`src/rtl/ren_conv_engine_v2.sv`:
```
// ren_conv_engine_v2: multi-channel 1-D convolution with shift, saturation and pair pooling.
// Ports:
//   clk, reset_n (sync, active-low), soft_rst (sync abort), start (rising edge launches)
//   cfg_*            run configuration, sampled at launch
//   img_addr/img_rd  image RAM read port, data on img_data one cycle later
//   kern_addr/kern_rd kernel RAM read port, data on kern_data one cycle later
//   rslt_addr/rslt_we/rslt_data  result RAM write port
//   busy, done (sticky), overflow (sticky saturation flag)
module ren_conv_engine_v2 #(
    parameter int CHANNELS        = 3,
    parameter int PIX_WIDTH       = 8,
    parameter int KERN_COL_WIDTH  = 3,
    parameter int COL_WIDTH       = 8,
    parameter int KERN_CNT_WIDTH  = 3,
    parameter int IMG_ADDR_WIDTH  = 8,
    parameter int KERN_ADDR_WIDTH = 5,
    parameter int RSLT_ADDR_WIDTH = 8,
    parameter int RSLT_WIDTH      = 20
) (
    input  logic                          clk,
    input  logic                          reset_n,
    input  logic                          start,
    input  logic                          soft_rst,
    input  logic [KERN_COL_WIDTH-1:0]     cfg_kern_cols,
    input  logic [COL_WIDTH-1:0]          cfg_cols,
    input  logic [KERN_CNT_WIDTH-1:0]     cfg_kerns,
    input  logic [7:0]                    cfg_stride,
    input  logic                          cfg_kern_addr_mode,
    input  logic [3:0]                    cfg_shift,
    input  logic [1:0]                    cfg_pool_mode,
    input  logic [CHANNELS-1:0]           cfg_mask,
    input  logic [RSLT_ADDR_WIDTH-1:0]    cfg_result_cols,
    output logic [IMG_ADDR_WIDTH-1:0]     img_addr,
    output logic                          img_rd,
    input  logic [CHANNELS*PIX_WIDTH-1:0] img_data,
    output logic [KERN_ADDR_WIDTH-1:0]    kern_addr,
    output logic                          kern_rd,
    input  logic [CHANNELS*PIX_WIDTH-1:0] kern_data,
    output logic [RSLT_ADDR_WIDTH-1:0]    rslt_addr,
    output logic                          rslt_we,
    output logic [RSLT_WIDTH-1:0]         rslt_data,
    output logic                          busy,
    output logic                          done,
    output logic                          overflow
);
    localparam int AW = 2*PIX_WIDTH + $clog2(CHANNELS) + KERN_COL_WIDTH + 1;
    localparam int VW = AW > RSLT_WIDTH ? AW : RSLT_WIDTH + 1;
    localparam int IW = COL_WIDTH + 9;
    localparam int KW = KERN_CNT_WIDTH + KERN_COL_WIDTH + 4;

    typedef enum logic [2:0] {IDLE, ACCUM, DRAIN, POST, DONE} state_t;
    state_t state, state_nx;

    logic                       rst, start_q, launch, sat, wr, stop;
    logic [KERN_COL_WIDTH-1:0]  kern_cols_q, kc;
    logic [COL_WIDTH-1:0]       cols_q, p;
    logic [KERN_CNT_WIDTH-1:0]  kerns_q, k;
    logic [7:0]                 stride_q;
    logic                       mode_q;
    logic [3:0]                 shift_q;
    logic [1:0]                 pool_q;
    logic [CHANNELS-1:0]        mask_q;
    logic [RSLT_ADDR_WIDTH-1:0] result_cols_q, wptr;
    logic [AW-1:0]              acc, lane_sum;
    logic [VW-1:0]              v_full;
    logic [RSLT_WIDTH-1:0]      v, held, pooled;

    assign rst    = ~reset_n | soft_rst;
    assign launch = state == IDLE && start && !start_q;

    always_comb begin
        lane_sum = '0;
        for (int l = 0; l < CHANNELS; l++)
            lane_sum += mask_q[l] ? AW'(img_data[l*PIX_WIDTH +: PIX_WIDTH]) * AW'(kern_data[l*PIX_WIDTH +: PIX_WIDTH]) : '0;
    end

    assign v_full = VW'(acc >> shift_q);
    assign sat    = |v_full[VW-1:RSLT_WIDTH];
    assign v      = sat ? '1 : v_full[RSLT_WIDTH-1:0];
    // even positions in a pooled mode only emit when they are the unpaired last one, so they pass v through
    assign pooled = pool_q == 2'b00 || !p[0] ? v :
                    pool_q == 2'b10 ? RSLT_WIDTH'(({1'b0, held} + {1'b0, v}) >> 1) :
                    held > v ? held : v;
    assign wr     = pool_q == 2'b00 || p[0] || p == cols_q;
    assign stop   = (wr && wptr == result_cols_q) || (p == cols_q && k == kerns_q);

    always_ff @(posedge clk)
        state <= rst ? IDLE : state_nx;

    always_comb begin
        state_nx  = state;
        img_rd    = 1'b0;
        kern_rd   = 1'b0;
        img_addr  = '0;
        kern_addr = '0;
        rslt_we   = 1'b0;
        rslt_addr = '0;
        rslt_data = '0;
        busy      = 1'b0;
        case (state)
            IDLE:  state_nx = launch ? ACCUM : IDLE;
            ACCUM: begin
                img_rd    = 1'b1;
                kern_rd   = 1'b1;
                img_addr  = IMG_ADDR_WIDTH'(IW'(p) * IW'(stride_q) + IW'(kc));
                kern_addr = KERN_ADDR_WIDTH'((KW'(k) << (mode_q ? 3 : 2)) + KW'(kc));
                busy      = 1'b1;
                state_nx  = kc == kern_cols_q ? DRAIN : ACCUM;
            end
            DRAIN: begin
                busy     = 1'b1;
                state_nx = POST;
            end
            POST:  begin
                busy      = 1'b1;
                rslt_we   = wr;
                rslt_addr = wr ? wptr : '0;
                rslt_data = wr ? pooled : '0;
                state_nx  = stop ? DONE : ACCUM;
            end
            DONE:  state_nx = start ? DONE : IDLE;
            default: state_nx = IDLE;
        endcase
    end

    always_ff @(posedge clk) begin
        if (rst) begin
            start_q       <= 1'b0;
            kern_cols_q   <= '0;
            cols_q        <= '0;
            kerns_q       <= '0;
            stride_q      <= '0;
            mode_q        <= 1'b0;
            shift_q       <= '0;
            pool_q        <= '0;
            mask_q        <= '0;
            result_cols_q <= '0;
            kc            <= '0;
            p             <= '0;
            k             <= '0;
            wptr          <= '0;
            acc           <= '0;
            held          <= '0;
            done          <= 1'b0;
            overflow      <= 1'b0;
        end else begin
            start_q <= start;
            if (launch) begin
                kern_cols_q   <= cfg_kern_cols;
                cols_q        <= cfg_cols;
                kerns_q       <= cfg_kerns;
                stride_q      <= cfg_stride == 8'd0 ? 8'd1 : cfg_stride;
                mode_q        <= cfg_kern_addr_mode;
                shift_q       <= cfg_shift;
                pool_q        <= cfg_pool_mode;
                mask_q        <= cfg_mask;
                result_cols_q <= cfg_result_cols;
                kc            <= '0;
                p             <= '0;
                k             <= '0;
                wptr          <= '0;
                acc           <= '0;
                done          <= 1'b0;
                overflow      <= 1'b0;
            end
            // read data trails the address by one cycle, so kc=0 has nothing to add yet
            if (state == ACCUM) begin
                acc <= |kc ? acc + lane_sum : acc;
                kc  <= kc + 1'b1;
            end
            if (state == DRAIN) begin
                acc <= acc + lane_sum;
                kc  <= '0;
            end
            if (state == POST) begin
                acc      <= '0;
                overflow <= overflow | sat;
                held     <= p[0] ? held : v;
                wptr     <= wr ? wptr + 1'b1 : wptr;
                p        <= p != cols_q ? p + 1'b1 : '0;
                k        <= p == cols_q && k != kerns_q ? k + 1'b1 : k;
                done     <= stop;
            end
        end
    end
endmodule

```
`config.mk`:
```
export PLATFORM = sky130hd
export DESIGN_NAME = ren_conv_engine_v2
export DESIGN_NICKNAME = d
export VERILOG_FILES = /design/src/rtl/ren_conv_engine_v2.sv
export SDC_FILE = /design/constraint.sdc
export NUM_CORES = 1
export LEC_CHECK = 0
export ABC_CLOCK_PERIOD_IN_PS = 12300
export CAP_MARGIN = 20
export CORE_ASPECT_RATIO = 2
export CORE_UTILIZATION = 55
export CTS_CLUSTER_DIAMETER = 50
export DETAILED_ROUTE_END_ITERATION = 7
export PLACE_DENSITY_LB_ADDON = 0.2
export SLEW_MARGIN = 10
export SYNTH_ARGS = -nofsm -noshare
export SYNTH_HDL_FRONTEND = slang
export SYNTH_SLANG_ARGS = --single-unit
```
`constraint.sdc`:
```
create_clock -name clk -period 12.3 [get_ports clk]
set_clock_uncertainty 0.1 [all_clocks]
set_input_delay 3.69 -clock clk [delete_from_list [all_inputs] [get_ports clk]]
set_output_delay 3.69 -clock clk [all_outputs]
set_load 0.02 [all_outputs]
```
==> results of run 1 <==
## worst max path at each step
stage / from / to / cells after the start
floorplan: img_data[9] / acc[21] / 24
global placement: kern_data[12] / acc[21] / 25
detailed placement: kern_data[12] / acc[21] / 25
CTS: img_data[1] / acc[21] / 25
global route: kern_data[7] / acc[21] / 25
finish: img_data[0] / acc[21] / 25
## routing by layer
metal,track usage,vias up
met4,0.183,0
met3,0.0202,139
met5,0,-
li1,-,7113
met2,0.598,381
met1,0.280,7097
## report_power, final
group	internal (mW)	switching, mW
Sequential	0.361	0.00798
Combinational	0.395	0.508
Clock	0.169	0.153
## state kept, by name, summed over array words and instances (netlist names), 4 cells and up
register and count:
cols_q 8, shift_q 4, result_cols_q 8, acc 22
stride_q 8, p 8, held 20, wptr 8
## cell usage after synthesis, drive strengths merged (19+ instances only)
cell type    n  area [um2]
nor2b       20         125
o21ai       57         285
inv        266         998
nor3        35         175
nor2        94         353
xor2        26         228
and2       186        1160
dfxtp      110        2200
fa         155        3100
or3         20         125
buf         28         144
ha         193        2410
and3        19         119
nand3       47         235
a21o        33         248
clkbuf      52         195
nand2      282        1060
xnor2       72         631
a211oi      20         155
a21oi      147         739
## critical path, cell delays in order
cell and delay, ps:
clkdlybuf4s50_1 610, nand2_1 130, fa_1 550, fa_1 570
inv_1 60, fa_1 530, inv_1 60, fa_1 530
inv_1 40, ha_1 350, a2111oi_0 560, o31ai_1 210
or3_1 330, nand3_1 180, fa_1 480, fa_1 550
inv_1 40, ha_1 450, and4_1 270, nand3_1 90
a211o_1 260, nand3_1 110, nand3_1 150, a2111oi_0 550
mux2i_1 260
## logic make-up after synthesis
kind of cell,after synthesis
AOI/OAI and AO/OA,382
adders and majority gates,348
buffers and inverters,346
DFF,110
muxes,39
xor gates and xnor gates,98
and+or+nand+nor,761
## cell type report
| type | count | area (um2) | area share |
|---|---|---|---|
| Sequential cell | 110 | 2200 | 0.118 |
| Multi-Input combinational cell | 1628 | 13300 | 0.709 |
| Tap cell | 368 | 460 | 0.0246 |
| Clock buffer | 10 | 239 | 0.0128 |
| Clock inverter | 6 | 87.6 | 0.00469 |
| Timing Repair Buffer | 146 | 1440 | 0.0772 |
| Inverter | 266 | 998 | 0.0535 |
## through the flow
step	hold slack (ps)	instances
after floorplan	336	2084
after global placement	346	2516
after detailed placement	359	2517
after CTS	371	2533
after global routing	393	2534
final	367	2534
==> metrics.txt, run 1 <==
clk sinks 110; share of layout cells above drive strength 1 0.0309; htree depth 3; Period Utilization, post-route 0.925; setup slack, reg-to-reg ~7700 ps; WL met1 15000 um; largest family of logic cells by synthesized area adder cells; Hold WC Path Type reg -> reg; Clock Latency Late Sink between 300 and 400 ps; Yosys reg bits 110; Worst setup EP type flip-flop; DRT iter0 DRCs 817; Vias 14730; max_cap viols 0; status complete, but fails checks; pin count of the biggest net entering global routing between 80 and 90; hold_sp stride_q[7]; worst-case clock buffer depth 2; post-route cell area between 15000 and 20000 um2; Critical R2R Capture acc[21]; placed inst area around 18000 um2; Cells after Synth around 2100; Syn Area/Cell 8.05 um2; GRT Overall Usage 0.296; Syn-to-layout area delta 11.3%; Root Buffer clkbuf_16; Synth Area in XOR/XNOR 0.0511; Required @ worst endpoint around 13000 ps; Post-Place Worst Slack roughly 620 ps; core footprint about 30000 um2; Final Setup Violations 0; worst hold endpoint stride_q[7]; relative slew slack 0.365; nets 2601; Num CTS Buffers 9; DR WL met2 around 26000 um; CTS hold repair buffers 0; die width 126 um; Post-synth EDFFs 0; sequential share of the synthesized area 0.131; Worst Path Arrival about 12000 ps; vias in the first global route 15254; Static Leak 8.44 nW; antenna-violating nets left 0; Final GP Congestion ~0.97; failing checks DRC; reg2reg path depth 12; TritonCTS clock tree yes; setup bufs post-CTS 0; adder-cell share of the synthesized area 0.329; wire length on met3 around 1500 um; CP Launch Type primary input; Mapped Nets ~2500; Fillers ~2800; cts repair resizes 0; IO buf count between 100 and 150; leading cell types in the layout, fill and taps excluded nand2_1 (282), inv_1 (264), ha_1 (193), and2_1 (185), fa_1 (155); worst r2r src mask_q[0]; max layer used met4; Simple-Gate Fraction of Synth Area 0.226; die span in y approximately 250 um; num ports approximately 140; fin util 0.621; number of antenna diodes 0; mapped cell area between 15000 and 20000 um2; first-pass GRT wire length 73700 um; DRT Pass-1 Iters 7; RSZ-0062 raised after global routing no; Slew Limit Fails 0; commonest non-fill, non-tap cell in the layout nand2_1; Tot Pwr 1.59 mW; post-synthesis mux area share 0.0357; gr ovfl total 0; Worst-Margin Slew between 900 and 1000 ps; top_reg_cell synth dfxtp_1; half-perimeter wire length after placement 37000 um; CTS clk-pin slew, worst paths ~80 ps; Compound-Gate Fraction of Synth Area 0.147; post-route setup slack ~900 ps; final hold violations 0; antenna violations before repair 0; crit path kind in -> reg; Worst Hold Path Cells 2; initial core utilization 0.558; FFs w/ async S/R, synth 0; drt wl/cell ~18 um; setup TNS 0 ps; die area around 31000 um2; final WL between 40000 and 50000 um; Vias per Instance 5.81; Max VDD drop 0.0690 mV; YS warnings 0; min cycle time layout between 10000 and 15000 ps; Synth cell types between 70 and 80; DRC Markers 10; Peak Freq 0.0879 GHz; row cnt 90; cell area power density about 85 nW/um2; crit-path max FO 10
No activity file was read; power rests on OpenSTA's default activity.
==> run 2: changes to the inputs <==
- CTS_CLUSTER_SIZE: unset -> 14
==> results of run 2 <==
No change in the layout: final DEF, timing and power equal those of run 1.
